### src/rtl/adc_engine_pkg.sv
// Shared types and helpers for the ramp/SAR comparator ADC engine.
package adc_engine_pkg;

  typedef enum logic [1:0] {
    IDLE   = 2'd0,
    SETTLE = 2'd1,
    DECIDE = 2'd2,
    DONE   = 2'd3
  } state_t;

  localparam logic MODE_RAMP = 1'b0;
  localparam logic MODE_SAR  = 1'b1;

  // (value * factor) >> shift, clamped to 16 bits for the display path.
  function automatic logic [15:0] scale_sat(input logic [31:0] value,
                                            input logic [31:0] factor,
                                            input int unsigned shift);
    logic [63:0] prod;
    prod = {32'b0, value} * {32'b0, factor};
    prod = prod >> shift;
    return (prod > 64'h0000_0000_0000_FFFF) ? 16'hFFFF : prod[15:0];
  endfunction

endpackage

### src/rtl/sync_2ff.sv
// Two-flop synchroniser for the asynchronous comparator output.
module sync_2ff (
  input  logic clk,
  input  logic reset,
  input  logic d,
  output logic q
);

  logic meta;

  always_ff @(posedge clk) begin
    if (reset) begin
      meta <= 1'b0;
      q    <= 1'b0;
    end else begin
      meta <= d;
      q    <= meta;
    end
  end

endmodule

### src/rtl/ramp_sar_adc_engine.sv
// Ramp / successive-approximation conversion engine with averaging and scaling.
module ramp_sar_adc_engine
  import adc_engine_pkg::*;
#(
  parameter int unsigned WIDTH         = 8,
  parameter int unsigned AVG_LOG2      = 4,
  parameter int unsigned SETTLE_CYCLES = 16,
  parameter int unsigned SCALE_FACTOR  = 3300,
  parameter int unsigned SHIFT_FACTOR  = 8
) (
  input  logic             clk,
  input  logic             reset,
  input  logic             enable,
  input  logic             mode,
  input  logic             cmp_in,
  output logic [WIDTH-1:0] dac_code,
  output logic [WIDTH-1:0] raw_data,
  output logic [WIDTH-1:0] ave_data,
  output logic [15:0]      scaled_data,
  output logic             sample_valid,
  output logic             avg_valid,
  output logic             busy,
  output state_t           fsm_state
);

  localparam int unsigned ACC_W = WIDTH + AVG_LOG2;
  localparam int unsigned CNT_W = AVG_LOG2 + 1;
  localparam int unsigned IDX_W = $clog2(WIDTH);
  localparam int unsigned SC_W  = $clog2(SETTLE_CYCLES + 1);
  localparam int unsigned AVG_N = 1 << AVG_LOG2;
  localparam logic [WIDTH-1:0] CODE_MAX = '1;
  localparam logic [WIDTH-1:0] CODE_MSB = WIDTH'(1) << (WIDTH - 1);

  state_t           state, state_next;
  logic             mode_q;
  logic             cmp_s;
  logic [IDX_W-1:0] bit_idx;
  logic [SC_W-1:0]  settle_cnt;
  logic [WIDTH-1:0] result_q;
  logic [ACC_W-1:0] acc;
  logic [CNT_W-1:0] sample_cnt;

  logic             decide_done;
  logic [WIDTH-1:0] bit_mask;
  logic [WIDTH-1:0] sar_keep;
  logic [ACC_W-1:0] acc_sum;
  logic [WIDTH-1:0] avg_new;

  sync_2ff u_cmp_sync (
    .clk   (clk),
    .reset (reset),
    .d     (cmp_in),
    .q     (cmp_s)
  );

  assign busy      = (state != IDLE);
  assign fsm_state = state;

  // enable is a level request: while high, conversions run back to back and
  // each result is announced by a single-cycle sample_valid (avg_valid on the
  // last sample of an averaging window); there is no downstream backpressure.
  always_comb begin
    bit_mask    = WIDTH'(1) << bit_idx;
    sar_keep    = cmp_s ? dac_code : (dac_code & ~bit_mask);
    decide_done = (mode_q == MODE_RAMP) ? (!cmp_s || dac_code == CODE_MAX)
                                        : (bit_idx == '0);
    acc_sum     = acc + ACC_W'(result_q);
    avg_new     = WIDTH'(acc_sum >> AVG_LOG2);
  end

  always_comb begin
    state_next = state;
    case (state)
      IDLE:    if (enable) state_next = SETTLE;
      SETTLE: begin
        if (!enable) state_next = IDLE;
        else if (settle_cnt == SC_W'(SETTLE_CYCLES - 1)) state_next = DECIDE;
      end
      DECIDE: begin
        if (!enable) state_next = IDLE;
        else if (decide_done) state_next = DONE;
        else state_next = SETTLE;
      end
      DONE:    state_next = IDLE;
      default: state_next = IDLE;
    endcase
  end

  always_ff @(posedge clk) begin
    if (reset) state <= IDLE;
    else       state <= state_next;
  end

  always_ff @(posedge clk) begin
    if (reset) begin
      mode_q       <= MODE_RAMP;
      dac_code     <= '0;
      bit_idx      <= '0;
      settle_cnt   <= '0;
      result_q     <= '0;
      acc          <= '0;
      sample_cnt   <= '0;
      raw_data     <= '0;
      ave_data     <= '0;
      scaled_data  <= '0;
      sample_valid <= 1'b0;
      avg_valid    <= 1'b0;
    end else begin
      sample_valid <= 1'b0;
      avg_valid    <= 1'b0;
      case (state)
        IDLE: begin
          if (enable) begin
            mode_q     <= mode;
            settle_cnt <= '0;
            if (mode == MODE_SAR) begin
              dac_code <= CODE_MSB;
              bit_idx  <= IDX_W'(WIDTH - 1);
            end else begin
              dac_code <= '0;
            end
          end
        end
        SETTLE: begin
          if (!enable) begin
            dac_code   <= '0;
            acc        <= '0;
            sample_cnt <= '0;
          end else begin
            settle_cnt <= settle_cnt + SC_W'(1);
          end
        end
        DECIDE: begin
          if (!enable) begin
            dac_code   <= '0;
            acc        <= '0;
            sample_cnt <= '0;
          end else begin
            settle_cnt <= '0;
            if (mode_q == MODE_RAMP) begin
              if (cmp_s) begin
                if (dac_code == CODE_MAX) result_q <= CODE_MAX;
                else                      dac_code <= dac_code + WIDTH'(1);
              end else begin
                result_q <= (dac_code == '0) ? '0 : dac_code - WIDTH'(1);
              end
            end else begin
              // Keep or drop the trial bit, then try the next lower one.
              if (bit_idx != '0) begin
                dac_code <= sar_keep | (bit_mask >> 1);
                bit_idx  <= bit_idx - IDX_W'(1);
              end else begin
                result_q <= sar_keep;
              end
            end
          end
        end
        DONE: begin
          dac_code     <= '0;
          raw_data     <= result_q;
          sample_valid <= 1'b1;
          if (sample_cnt == CNT_W'(AVG_N - 1)) begin
            ave_data    <= avg_new;
            scaled_data <= scale_sat(32'(avg_new), 32'(SCALE_FACTOR), SHIFT_FACTOR);
            avg_valid   <= 1'b1;
            acc         <= '0;
            sample_cnt  <= '0;
          end else begin
            acc        <= acc_sum;
            sample_cnt <= sample_cnt + CNT_W'(1);
          end
        end
        default: dac_code <= '0;
      endcase
    end
  end

endmodule

### config.mk
export PLATFORM = sky130hd
export DESIGN_NAME = ramp_sar_adc_engine
export DESIGN_NICKNAME = d
export VERILOG_FILES = /design/src/rtl/adc_engine_pkg.sv /design/src/rtl/sync_2ff.sv /design/src/rtl/ramp_sar_adc_engine.sv
export SDC_FILE = /design/constraint.sdc
export NUM_CORES = 1
export LEC_CHECK = 0
export ABC_AREA = 1
export BUFFER_PORTS_ARGS = -buffer_cell sky130_fd_sc_hd__buf_4
export CAP_MARGIN = 20
export CORE_MARGIN = 2
export CORE_UTILIZATION = 30
export DETAILED_ROUTE_END_ITERATION = 10
export REMOVE_ABC_BUFFERS = 1
export SETUP_SLACK_MARGIN = 0.1
export SLEW_MARGIN = 20
export SYNTH_ARGS = -nofsm -noshare
export SYNTH_HDL_FRONTEND = slang
export SYNTH_HIERARCHICAL = 1
export SYNTH_SLANG_ARGS = --single-unit
### constraint.sdc
create_clock -name clk -period 4.71 [get_ports clk]
set_input_delay 0.7065 -clock clk [delete_from_list [all_inputs] [get_ports clk]]
set_output_delay 0.7065 -clock clk [all_outputs]
set_load 0.01 [all_outputs]
==> impl_results.md, run 1 <==
* Worst Path Required at 5.00 ns
* PwrDens at 218 mW/mm^2
* Met1 wire length at 7.18 mm
* Final GP Congestion at 0.880
* Most frequent cells in the layout: 126 x buf_4, 110 x inv_1, 105 x nand2_1, 74 x dfxtp_1, 66 x nor2_1
* Pleak at 3.54 nW
* Worst path most repeated cell: inv_2
* Psw at 0.477 mW
* CP top delay family: adder cells
* Final instance area at 0.00730 mm^2
* Critical Path AT at 5.31 ns
* CTS tree: yes
* Setup violators final at 8
* Final worst path period need at 5.02 ns
* Mux contribution to synthesized area at 0%
* First-pass GRT wire length at 24.3 mm
* Max-slew violation count at 0
* Gate Count Post-Synth at 737
* Crit path max fanout at 3
* Worst flop-to-flop path startpoint: result_q[0]$_SDFFE_PP0P_
* Grt ovf at 0
* Reg-to-reg slack, setup at -0.31 ns
* Clock root buffer: clkbuf_16
* Largest net degree at the start of global routing at 36
* Post-route ant nets at 0
* Slew HR at 39.1%
* DRC violations left at 0
* CTS Buf Count at 9
* Crit. Startpoint: result_q[0]$_SDFFE_PP0P_
* Clock Sinks at 76
* Wirelength, routed at 15.0 mm
* Internal power at 1.11 mW
* R2R cell count at 28
* Clock-pin slew on the worst setup and hold paths at 0.06 ns
* Failing checks: setup timing
* DIE HEIGHT at 139 um
* Post-synthesis register bit count at 76
* Initial antenna violation count at 0
* Met2 wire length at 7.07 mm
* Largest family of logic cells by synthesized area: simple AND/OR/NAND/NOR gates
* CTS Hold Buffers Added at 0
* Critical Path Sink: scaled_data[11]$_SDFFE_PP0P_
* Critical path type: reg -> reg
* TritonRoute pass-1 iters at 5
* Synth Warn # at 6
* RSZ-0062 raised after global routing: true
* Hpwl dp at 10.9 mm
* Number of global-route vias before repair at 5002
* Syn Std Cell Area at 0.00547 mm^2
* # fillers at 1839
* Synth Area in Compound Gates at 16.6%
* DR WL met3 at 470 um
* DP Area at 0.00645 mm^2
* Core area at 0.0179 mm^2
* Starting DRC count in detailed routing at 204
* Comb pwr share at 14.4%
* Top Ports at 50
* Net Sw Frac at 30.0%
* Seq pwr share at 43.3%
* Maxcap violations at 0
* Worst Tran Pin Value at 0.913 ns
* Clk pwr share at 42.3%
* DIE WIDTH at 139 um
* Critical Path End Type: flip-flop
* All-Layer GR Usage at 15.3%
* Async SR Flop Fraction at 0%
* Distinct cells, synth at 52
* DR vias/cell at 4.70
* Commonest non-fill, non-tap cell in the layout: buf_4
* Status: complete, but fails checks
* Reg2reg end: scaled_data[11]$_SDFFE_PP0P_
* HP Class: reg -> reg
* Setup slack at placement at -0.670 ns
* PnR worst setup slack at -0.306 ns
* Final hold violations at 0
* Antenna diode count at 0
* DR vias at 5149
* CP max stage cell: fa_1
* Wire per inst at 13.6 um
* Port Buffers at 45
* Final net count at 944
* Full die area at 0.0193 mm^2
* Peak VDD IR at 0.000140 V
* Stages on worst setup path at 28
* Multi-input gate area at 0.00369 mm^2
* Top routing layer used: met4
* Avg Inst Size Synth at 7.42 um^2
* Achievable Freq at 199 MHz
* Post-synth EDFFs at 0
* Buf/Inv on CP at 7
* Reg area at 0.00152 mm^2
* H-tree depth at 3
* Area growth syn-to-layout at 33.7%
* Sequential area share after synthesis at 27.8%
* Starting Density at 30.5%
* Clock Skews at 0.00579 ns
* Post-Synth XOR/XNOR Area at 2.98%
* Ratio of cells with drive above 1 in the final layout at 28.1%
* Row count at 49
* CP peak stage delay at 0.53 ns
* Clock insertion delay at the later pin of the skew report at 0.35 ns
* Post-synthesis simple-gate area fraction at 21.3%
* Crit start category: flip-flop
* Dominant synthesized flop cell: dfxtp_1
* CTS max path bufs at 2
* Final period util at 106%
* Fraction of the mapped netlist area in adder cells at 20.1%
[metal layers]
metal / vias to the layer above / GRT usage, %
met1: 2401 / 20.9
li1: 2638 / -
met2: 95 / 24.6
met5: - / 0
met4: 0 / 5.42
met3: 15 / 2.21
[tightest hold or removal path, cell delays in order (launching register included)]
cell,delay [ns]
dfxtp_1,0.30
inv_1,0.04
nor2_1,0.04
[sequential cells by signal, indices dropped and copies added (netlist names), 2 cells and up]
name	flops
acc	12
scaled_data	12
ave_data	8
dac_code	8
raw_data	8
result_q	8
sample_cnt	5
settle_cnt	5
bit_idx	3
fsm_state	2
[power by group through the flow]
| stage | Clock, mW | Sequential (mW) | Combinational [mW] |
|---|---|---|---|
| after floorplan | 0 | 0.697 | 0.148 |
| after global placement | 0 | 0.702 | 0.222 |
| after detailed placement | 0 | 0.702 | 0.223 |
| after CTS | 0.687 | 0.687 | 0.226 |
| after global routing | 0.710 | 0.690 | 0.261 |
| final | 0.673 | 0.688 | 0.230 |
[through the flow]
stage	hold WS, ns	TNS [ns]	util (%)	cells	total power, mW
floorplan	0.388	-1.63	-	716	0.845
global placement	0.417	-3.09	36.0	1055	0.924
detailed placement	0.415	-4.12	36.0	1055	0.924
CTS	0.424	-2.70	39.0	1088	1.60
global route	0.470	-4.15	40.8	1096	1.66
finish	0.426	-1.86	40.8	1096	1.59
[cells in the mapped netlist, types with 5 or more instances]
cell type,number,area (um^2)
a21oi_1,52,260
a31oi_1,6,37.5
buf_2,9,45.0
buf_4,5,37.5
clkbuf_1,6,22.5
dfxtp_1,76,1520
fa_1,18,360
ha_1,59,738
inv_1,119,447
inv_2,5,18.8
nand2_1,115,432
nand3_1,37,185
nand4_1,9,56.3
nor2_1,69,259
nor2_2,6,37.5
nor3_1,5,25.0
o211ai_1,9,67.6
o21ai_0,54,270
o21ai_1,7,35.0
o22ai_1,5,31.3
xor2_1,11,96.3
[worst min-delay path by stage]
stage | from | end | slack (ns) | depth (start not counted)
6_report | u_cmp_sync/meta$_SDFF_PP0_ | u_cmp_sync/q$_SDFF_PP0_ | 0.43 | 2
3_3_place_gp | u_cmp_sync/meta$_SDFF_PP0_ | u_cmp_sync/q$_SDFF_PP0_ | 0.42 | 2
3_5_place_dp | u_cmp_sync/meta$_SDFF_PP0_ | u_cmp_sync/q$_SDFF_PP0_ | 0.41 | 2
2_1_floorplan | u_cmp_sync/meta$_SDFF_PP0_ | u_cmp_sync/q$_SDFF_PP0_ | 0.39 | 2
5_1_grt | u_cmp_sync/meta$_SDFF_PP0_ | u_cmp_sync/q$_SDFF_PP0_ | 0.47 | 2
4_1_cts | u_cmp_sync/meta$_SDFF_PP0_ | u_cmp_sync/q$_SDFF_PP0_ | 0.42 | 2
[cells by family (layout without fill, tap and decap cells)]
logic type                 count (synthesis)  in the layout
adders and majority gates                 77             77
xor gates and xnor gates                  16             16
DFF                                       76             76
other                                      1              4
and+or+nand+nor                          261            261
buffers and inverters                    150            277
AOI/OAI and AO/OA                        156            156
[cell type report]
class                      count  area share (%)
tap                          229            3.92
clock buffer                  11            3.32
timing repair buffer         135            14.3
multi-input combinational    514            50.5
inverter                     126            6.56
sequential                    76            20.9
clock inverter                 5           0.497
[repair_timing]
| item | 4_1_cts | 5_1_grt |
|---|---|---|
| buffers inserted | 17 | 10 |
| pin swaps | 28 | 33 |
| endpoints found under the setup margin | 10 | 11 |
| gates resized for setup | 32 | 52 |
No activity file was read; power rests on OpenSTA's default activity.
==> inputs of run 2 (changes only) <==
==> constraint.sdc (replaced) <==
create_clock -name clk -period 5.25 [get_ports clk]
set_input_delay 0.7875 -clock clk [delete_from_list [all_inputs] [get_ports clk]]
set_output_delay 0.7875 -clock clk [all_outputs]
set_load 0.01 [all_outputs]
==> impl_results.md, run 2 (synthesis gave the netlist of run 1 again) <==
* Achievable Freq at 196 MHz (-1.9%)
* Most frequent cells in the layout: 113 x inv_1, 109 x nand2_1, 74 x dfxtp_1, 68 x nor2_1, 66 x buf_4
* Core area at 0.0179 mm^2 (unchanged)
* Full die area at 0.0193 mm^2 (unchanged)
* DR vias at 4859 (-5.6%)
* Multi-input gate area at 0.00349 mm^2 (-5.3%)
* Max-slew violation count at 0 (unchanged)
* Hold Startpoint: u_cmp_sync/meta$_SDFF_PP0_
* Clock-pin slew on the worst setup and hold paths at 0.06 ns (about the same)
* Clock Sinks at 76 (unchanged)
* Worst Hold Endpoint: u_cmp_sync/q$_SDFF_PP0_
* Slew HR at 41.7% (+2.6 points)
* Critical path type: reg -> reg
* Final net count at 876 (-7.2%)
* Initial antenna violation count at 0 (unchanged)
* Area growth syn-to-layout at 21.0%
* CTS tree: yes
* Wirelength, routed at 13.5 mm (-9.9%)
* DIE WIDTH at 139 um (unchanged)
* Antenna diode count at 0 (unchanged)
* CTS max path bufs at 2 (unchanged)
* Starting DRC count in detailed routing at 147 (-28%)
* Wire per inst at 13.1 um (-3.9%)
* R2R cell count at 29 (+3.6%)
* Worst hold path depth at 2 (unchanged)
* DIE HEIGHT at 139 um (unchanged)
* First-pass GRT wire length at 22.7 mm (-6.7%)
* Final instance area at 0.00662 mm^2 (-9.4%)
* CTS Hold Buffers Added at 0 (unchanged)
* Final GP Congestion at 0.882 (+0.19%)
* Met1 usage at 19.3% (-1.6 points)
* Hpwl dp at 10.1 mm (-7.0%)
* CP max stage cell: fa_1
* CP top delay family: adder cells
* DP Area at 0.00609 mm^2 (-5.6%)
* Setup_tns at 0 ns (+1.86 ns)
* Setup violators final at 0 (-8)
* PwrDens at 226 mW/mm^2 (+4.0%)
* Reg area at 0.00152 mm^2 (unchanged)
* TritonRoute pass-1 iters at 7 (+2)
* Buf/Inv on CP at 8 (+1)
* Fin util at 37.0% (-3.9 points)
* Met3 Use GR at 2.38% (+0.17 points)
* Starting Density at 30.5% (unchanged)
* Final hold violations at 0 (unchanged)
* Ratio of cells with drive above 1 in the final layout at 18.9% (-9.2 points)
* GRT met2 Usage at 22.5% (-2.0 points)
* Pleak at 3.22 nW (-8.9%)
* Hold WS at 0.422 ns (-0.00351 ns)
* PnR worst setup slack at 0.138 ns (+0.443 ns)
* RSZ-0062 raised after global routing: true
* HP Class: reg -> reg
* Top Ports at 50 (unchanged)
* DRC violations left at 0 (unchanged)
* Critical Path End Type: flip-flop
* CP peak stage delay at 0.57 ns (+0.04 ns)
* Clock root buffer: clkbuf_16
* Global route hottest layer: met2
* Overall Power at 1.50 mW (-5.8%)
* Row count at 49 (unchanged)
* Reg2reg end: scaled_data[11]$_SDFFE_PP0P_
* Regs by FF count: acc x12, scaled_data x12
* Final period util at 97.4% (-9.1 points)
* Final worst path period need at 5.11 ns (+0.0968 ns)
* Post-route ant nets at 0 (unchanged)
* H-tree depth at 3 (unchanged)
* Cell total after placement at 1007 (-4.5%)
* Clock Skews at 0.00673 ns (+0.000943 ns)
* Largest net degree at the start of global routing at 36 (unchanged)
* DR vias/cell at 4.73 (+0.61%)
* # fillers at 1883 (+2.4%)
* Critical Path AT at 5.40 ns (+0.09 ns)
* Worst Path Required at 5.54 ns (+0.54 ns)
* Crit path max fanout at 3 (unchanged)
* Number of global-route vias before repair at 4792 (-4.2%)
* CTS Buf Count at 9 (unchanged)
* Commonest non-fill, non-tap cell in the layout: inv_1
* Grt ovf at 0 (unchanged)
* Worst Tran Pin Value at 0.874 ns (-0.0394 ns)
* Crit start category: flip-flop
* Worst flop-to-flop path startpoint: acc[0]$_SDFFE_PP0P_
* Clock insertion delay at the later pin of the skew report at 0.34 ns (about the same)
* All-Layer GR Usage at 14.1% (-1.2 points)
* Port Buffers at 45 (unchanged)
* Maxcap violations at 0 (unchanged)
* Status: complete, no violations
* Fin cells at 1028 (-6.2%)
* Reg-to-reg slack, setup at 0.14 ns (+0.44 ns)
* Setup slack at placement at -0.00247 ns (+0.668 ns)
* Peak VDD IR at 0.000167 V (+19%)
## run 2: layout make-up
type	instances	area share, %
Clock inverter	6	1.32
Clock buffer	10	3.61
Multi-Input combinational cell	514	52.8
Tap cell	229	4.33
Inverter	126	7.21
Timing Repair Buffer	67	7.66
Sequential cell	76	23.0
## run 2: routing by layer
layer / up-vias / wire (um)
li1: 2502 / -
met3: 23 / 597
met4: 0 / 332
met2: 117 / 6020
met5: - / 0
met1: 2217 / 6530
## run 2: worst max path at each step
stage                                  start                            to  slack, ns  cells past startpoint
finish                   acc[0]$_SDFFE_PP0P_  scaled_data[11]$_SDFFE_PP0P_       0.14                     29
global route             acc[0]$_SDFFE_PP0P_  scaled_data[11]$_SDFFE_PP0P_      -0.17                     29
floorplan           result_q[0]$_SDFFE_PP0P_   scaled_data[9]$_SDFFE_PP0P_       0.11                     28
detailed placement  result_q[0]$_SDFFE_PP0P_   scaled_data[9]$_SDFFE_PP0P_     -0.002                     28
CTS                 result_q[0]$_SDFFE_PP0P_  scaled_data[11]$_SDFFE_PP0P_       0.10                     29
global placement    result_q[0]$_SDFFE_PP0P_   scaled_data[9]$_SDFFE_PP0P_       0.04                     28
## run 2: timing repair
action,in CTS,in global routing
resized for setup,6,34
buffers inserted,3,2
pin swaps,10,24
endpoints found under the setup margin,5,8
## run 2: worst register-to-register path, delay by kind of cell (launching register included)
family          cells  cell delay [ns]
fa+ha+maj           7             2.87
compound gates      3             0.48
buf+inv             8             0.49
xor+xnor            1             0.17
flops               1             0.35
simple gates       10             0.71
## run 2: power by group
| part | leakage, nW | switching, mW | internal (mW) |
|---|---|---|---|
| clock | 0.151 | 0.255 | 0.428 |
| combinational | 2.45 | 0.129 | 0.0680 |
| sequential | 0.616 | 0.0252 | 0.592 |
| total | 3.22 | 0.409 | 1.09 |
==> inputs of run 3 (changes only) <==
--- a/config.mk
+++ b/config.mk
@@ -7,7 +7,7 @@
 export LEC_CHECK = 0
 export ABC_AREA = 1
 export BUFFER_PORTS_ARGS = -buffer_cell sky130_fd_sc_hd__buf_4
-export CAP_MARGIN = 20
+export CAP_MARGIN = 15
 export CORE_MARGIN = 2
 export CORE_UTILIZATION = 30
 export DETAILED_ROUTE_END_ITERATION = 10
==> constraint.sdc (replaced) <==
create_clock -name clk -period 5.25 [get_ports clk]
set_input_delay 0.525 -clock clk [delete_from_list [all_inputs] [get_ports clk]]
set_output_delay 0.525 -clock clk [all_outputs]
set_load 0.01 [all_outputs]
==> impl_results.md, run 3 (synthesis gave the netlist of run 1 again) <==
* H-tree depth at 3 (unchanged)
* Final net count at 879 (+0.34%)
* Antenna diode count at 0 (unchanged)
* Status: complete, no violations
* Comb pwr share at 13.4% (+0.2 points)
* # fillers at 1895 (+0.64%)
* Final period util at 96.1% (-1.3 points)
* Ratio of cells with drive above 1 in the final layout at 20.4% (+1.6 points)
* Critical Path End Type: flip-flop
* Fin cells at 1031 (+0.29%)
* Largest net degree at the start of global routing at 36 (unchanged)
* Pleak at 3.19 nW (-0.85%)
* TritonRoute pass-1 iters at 5 (-2)
* DIE HEIGHT at 139 um (unchanged)
* DR vias/cell at 4.70 (-0.64%)
* Max-slew violation count at 0 (unchanged)
* R2R cell count at 28 (-3.4%)
* CTS tree: yes
* Achievable Freq at 198 MHz (+1.3%)
* Worst Hold Endpoint: u_cmp_sync/meta$_SDFF_PP0_
* Full die area at 0.0193 mm^2 (unchanged)
* Wirelength, routed at 13.7 mm (+1.3%)
* Clock insertion delay at the later pin of the skew report at 0.35 ns (about the same)
* Commonest non-fill, non-tap cell in the layout: inv_1
* PwrDens at 222 mW/mm^2 (-2.0%)
* Setup violators final at 0 (unchanged)
* Reg-to-reg slack, setup at 0.21 ns (+0.07 ns)
* Peak VDD IR at 0.000139 V (-17%)
* Top Ports at 50 (unchanged)
* DR vias at 4842 (-0.35%)
* DRC violations left at 0 (unchanged)
* Psw at 0.408 mW (-0.36%)
* All-Layer GR Usage at 14.3% (+0.20 points)
* Worst Tran Pin Value at 0.694 ns (-0.180 ns)
* DIE WIDTH at 139 um (unchanged)
* HP Class: in -> reg
* Row count at 49 (unchanged)
* Area growth syn-to-layout at 22.5%
* Port Buffers at 45 (unchanged)
* CP peak stage delay at 0.54 ns (-0.03 ns)
* CTS max path bufs at 2 (unchanged)
* CP max stage cell: fa_1
* Buf/Inv on CP at 7 (-1)
* Final worst path period need at 5.04 ns (-0.0679 ns)
* Worst Path Required at 5.54 ns (about the same)
* Worst flop-to-flop path startpoint: acc[0]$_SDFFE_PP0P_
* Final hold violations at 0 (unchanged)
* Wire per inst at 13.2 um (+1.0%)
* Maxcap violations at 0 (unchanged)
* Clock-pin slew on the worst setup and hold paths at 0.06 ns (about the same)
* Slew HR at 53.7% (+12 points)
* CTS Buf Count at 9 (unchanged)
* Worst path most repeated cell: nand2_2
* Initial antenna violation count at 0 (unchanged)
* Crit start category: flip-flop
* Critical Path AT at 5.33 ns (-0.07 ns)
* Most frequent cells in the layout: 112 x inv_1, 106 x nand2_1, 74 x dfxtp_1, 70 x buf_4, 67 x nor2_1
* First-pass GRT wire length at 22.8 mm (+0.45%)
* Internal power at 1.08 mW (-1.1%)
* Clock Sinks at 76 (unchanged)
* Clock root buffer: clkbuf_16
* CP top delay family: adder cells
* Starting DRC count in detailed routing at 165 (+12%)
* Regs by FF count: acc x12, scaled_data x12
* Number of global-route vias before repair at 4677 (-2.4%)
* RSZ-0062 raised after global routing: true
* CTS Hold Buffers Added at 0 (unchanged)
* Crit path max fanout at 3 (unchanged)
* Core area at 0.0179 mm^2 (unchanged)
* Final GP Congestion at 0.883 (+0.12%)
* Critical path type: reg -> reg
* Fin util at 37.4% (+0.44 points)
* Grt ovf at 0 (unchanged)
* Clk pwr share at 45.0% (-0.6 points)
* Overall Power at 1.48 mW (-0.88%)
* Hold Startpoint: cmp_in
* Clock Skews at 0.00786 ns (+0.00113 ns)
* Hpwl dp at 10.2 mm (+1.2%)
* Reg2reg end: scaled_data[11]$_SDFFE_PP0P_
* Seq pwr share at 41.6% (+0.4 points)
* Worst hold path depth at 3 (+1)
* Cell total after placement at 1007 (unchanged)
* Net Sw Frac at 27.5% (+0.14 points)
* Post-route ant nets at 0 (unchanged)
* Starting Density at 30.5% (unchanged)
[run 3: worst max-delay path by stage]
stage | from | cells after the start | end | slack [ns]
floorplan | result_q[0]$_SDFFE_PP0P_ | 28 | scaled_data[9]$_SDFFE_PP0P_ | 0.11
global placement | result_q[0]$_SDFFE_PP0P_ | 28 | scaled_data[9]$_SDFFE_PP0P_ | 0.04
detailed placement | result_q[0]$_SDFFE_PP0P_ | 28 | scaled_data[9]$_SDFFE_PP0P_ | -0.02
CTS | result_q[0]$_SDFFE_PP0P_ | 29 | scaled_data[9]$_SDFFE_PP0P_ | 0.09
global route | acc[0]$_SDFFE_PP0P_ | 28 | scaled_data[11]$_SDFFE_PP0P_ | -0.1
finish | acc[0]$_SDFFE_PP0P_ | 28 | scaled_data[11]$_SDFFE_PP0P_ | 0.21
[run 3: tightest hold or removal path, cell delays in order]
cell and delay (ns):
buf_4 0.08, inv_1 0.03, nor2_1 0.06
[run 3: layout make-up]
cell class	count	area (um^2)	share of cell area [%]
inverter	126	477	7.12
clock buffer	10	229	3.42
sequential	76	1520	22.8
clock inverter	6	88.8	1.33
timing repair buffer	70	526	7.85
multi-input combinational	514	3560	53.2
tap	229	287	4.28
[run 3: power by group through the flow]
stage	Clock [mW]	Combinational, mW	Sequential [mW]
finish	0.668	0.199	0.617
global route	0.705	0.227	0.620
CTS	0.684	0.196	0.617
detailed placement	0	0.195	0.629
global placement	0	0.196	0.630
floorplan	0	0.133	0.625
[run 3: per-stage QoR]
step | TNS (ns) | cell area [um^2] | hold WS, ns | worst slack (ns)
detailed placement | -0.0154 | 6090 | 0.412 | -0.0154
global route | -0.305 | 6690 | 0.427 | -0.0960
floorplan | 0 | 5340 | 0.388 | 0.107
global placement | 0 | 6090 | 0.415 | 0.0401
finish | 0 | 6690 | 0.379 | 0.206
CTS | 0 | 6480 | 0.370 | 0.0924
[run 3: routing by layer]
metal	share of wire [%]	wire, um	track usage, %	up-vias
met5	0	0	0	-
met4	1.9	264	5.05	0
met3	3.1	418	2.49	22
met2	46	6290	23.1	86
met1	49	6680	19.3	2218
li1	-	-	-	2516
[run 3: what timing repair did]
action	in CTS	in global routing
resized for setup	10	41
pin swaps	11	28
setup buffers	6	2
setup endpoints to repair	6	10
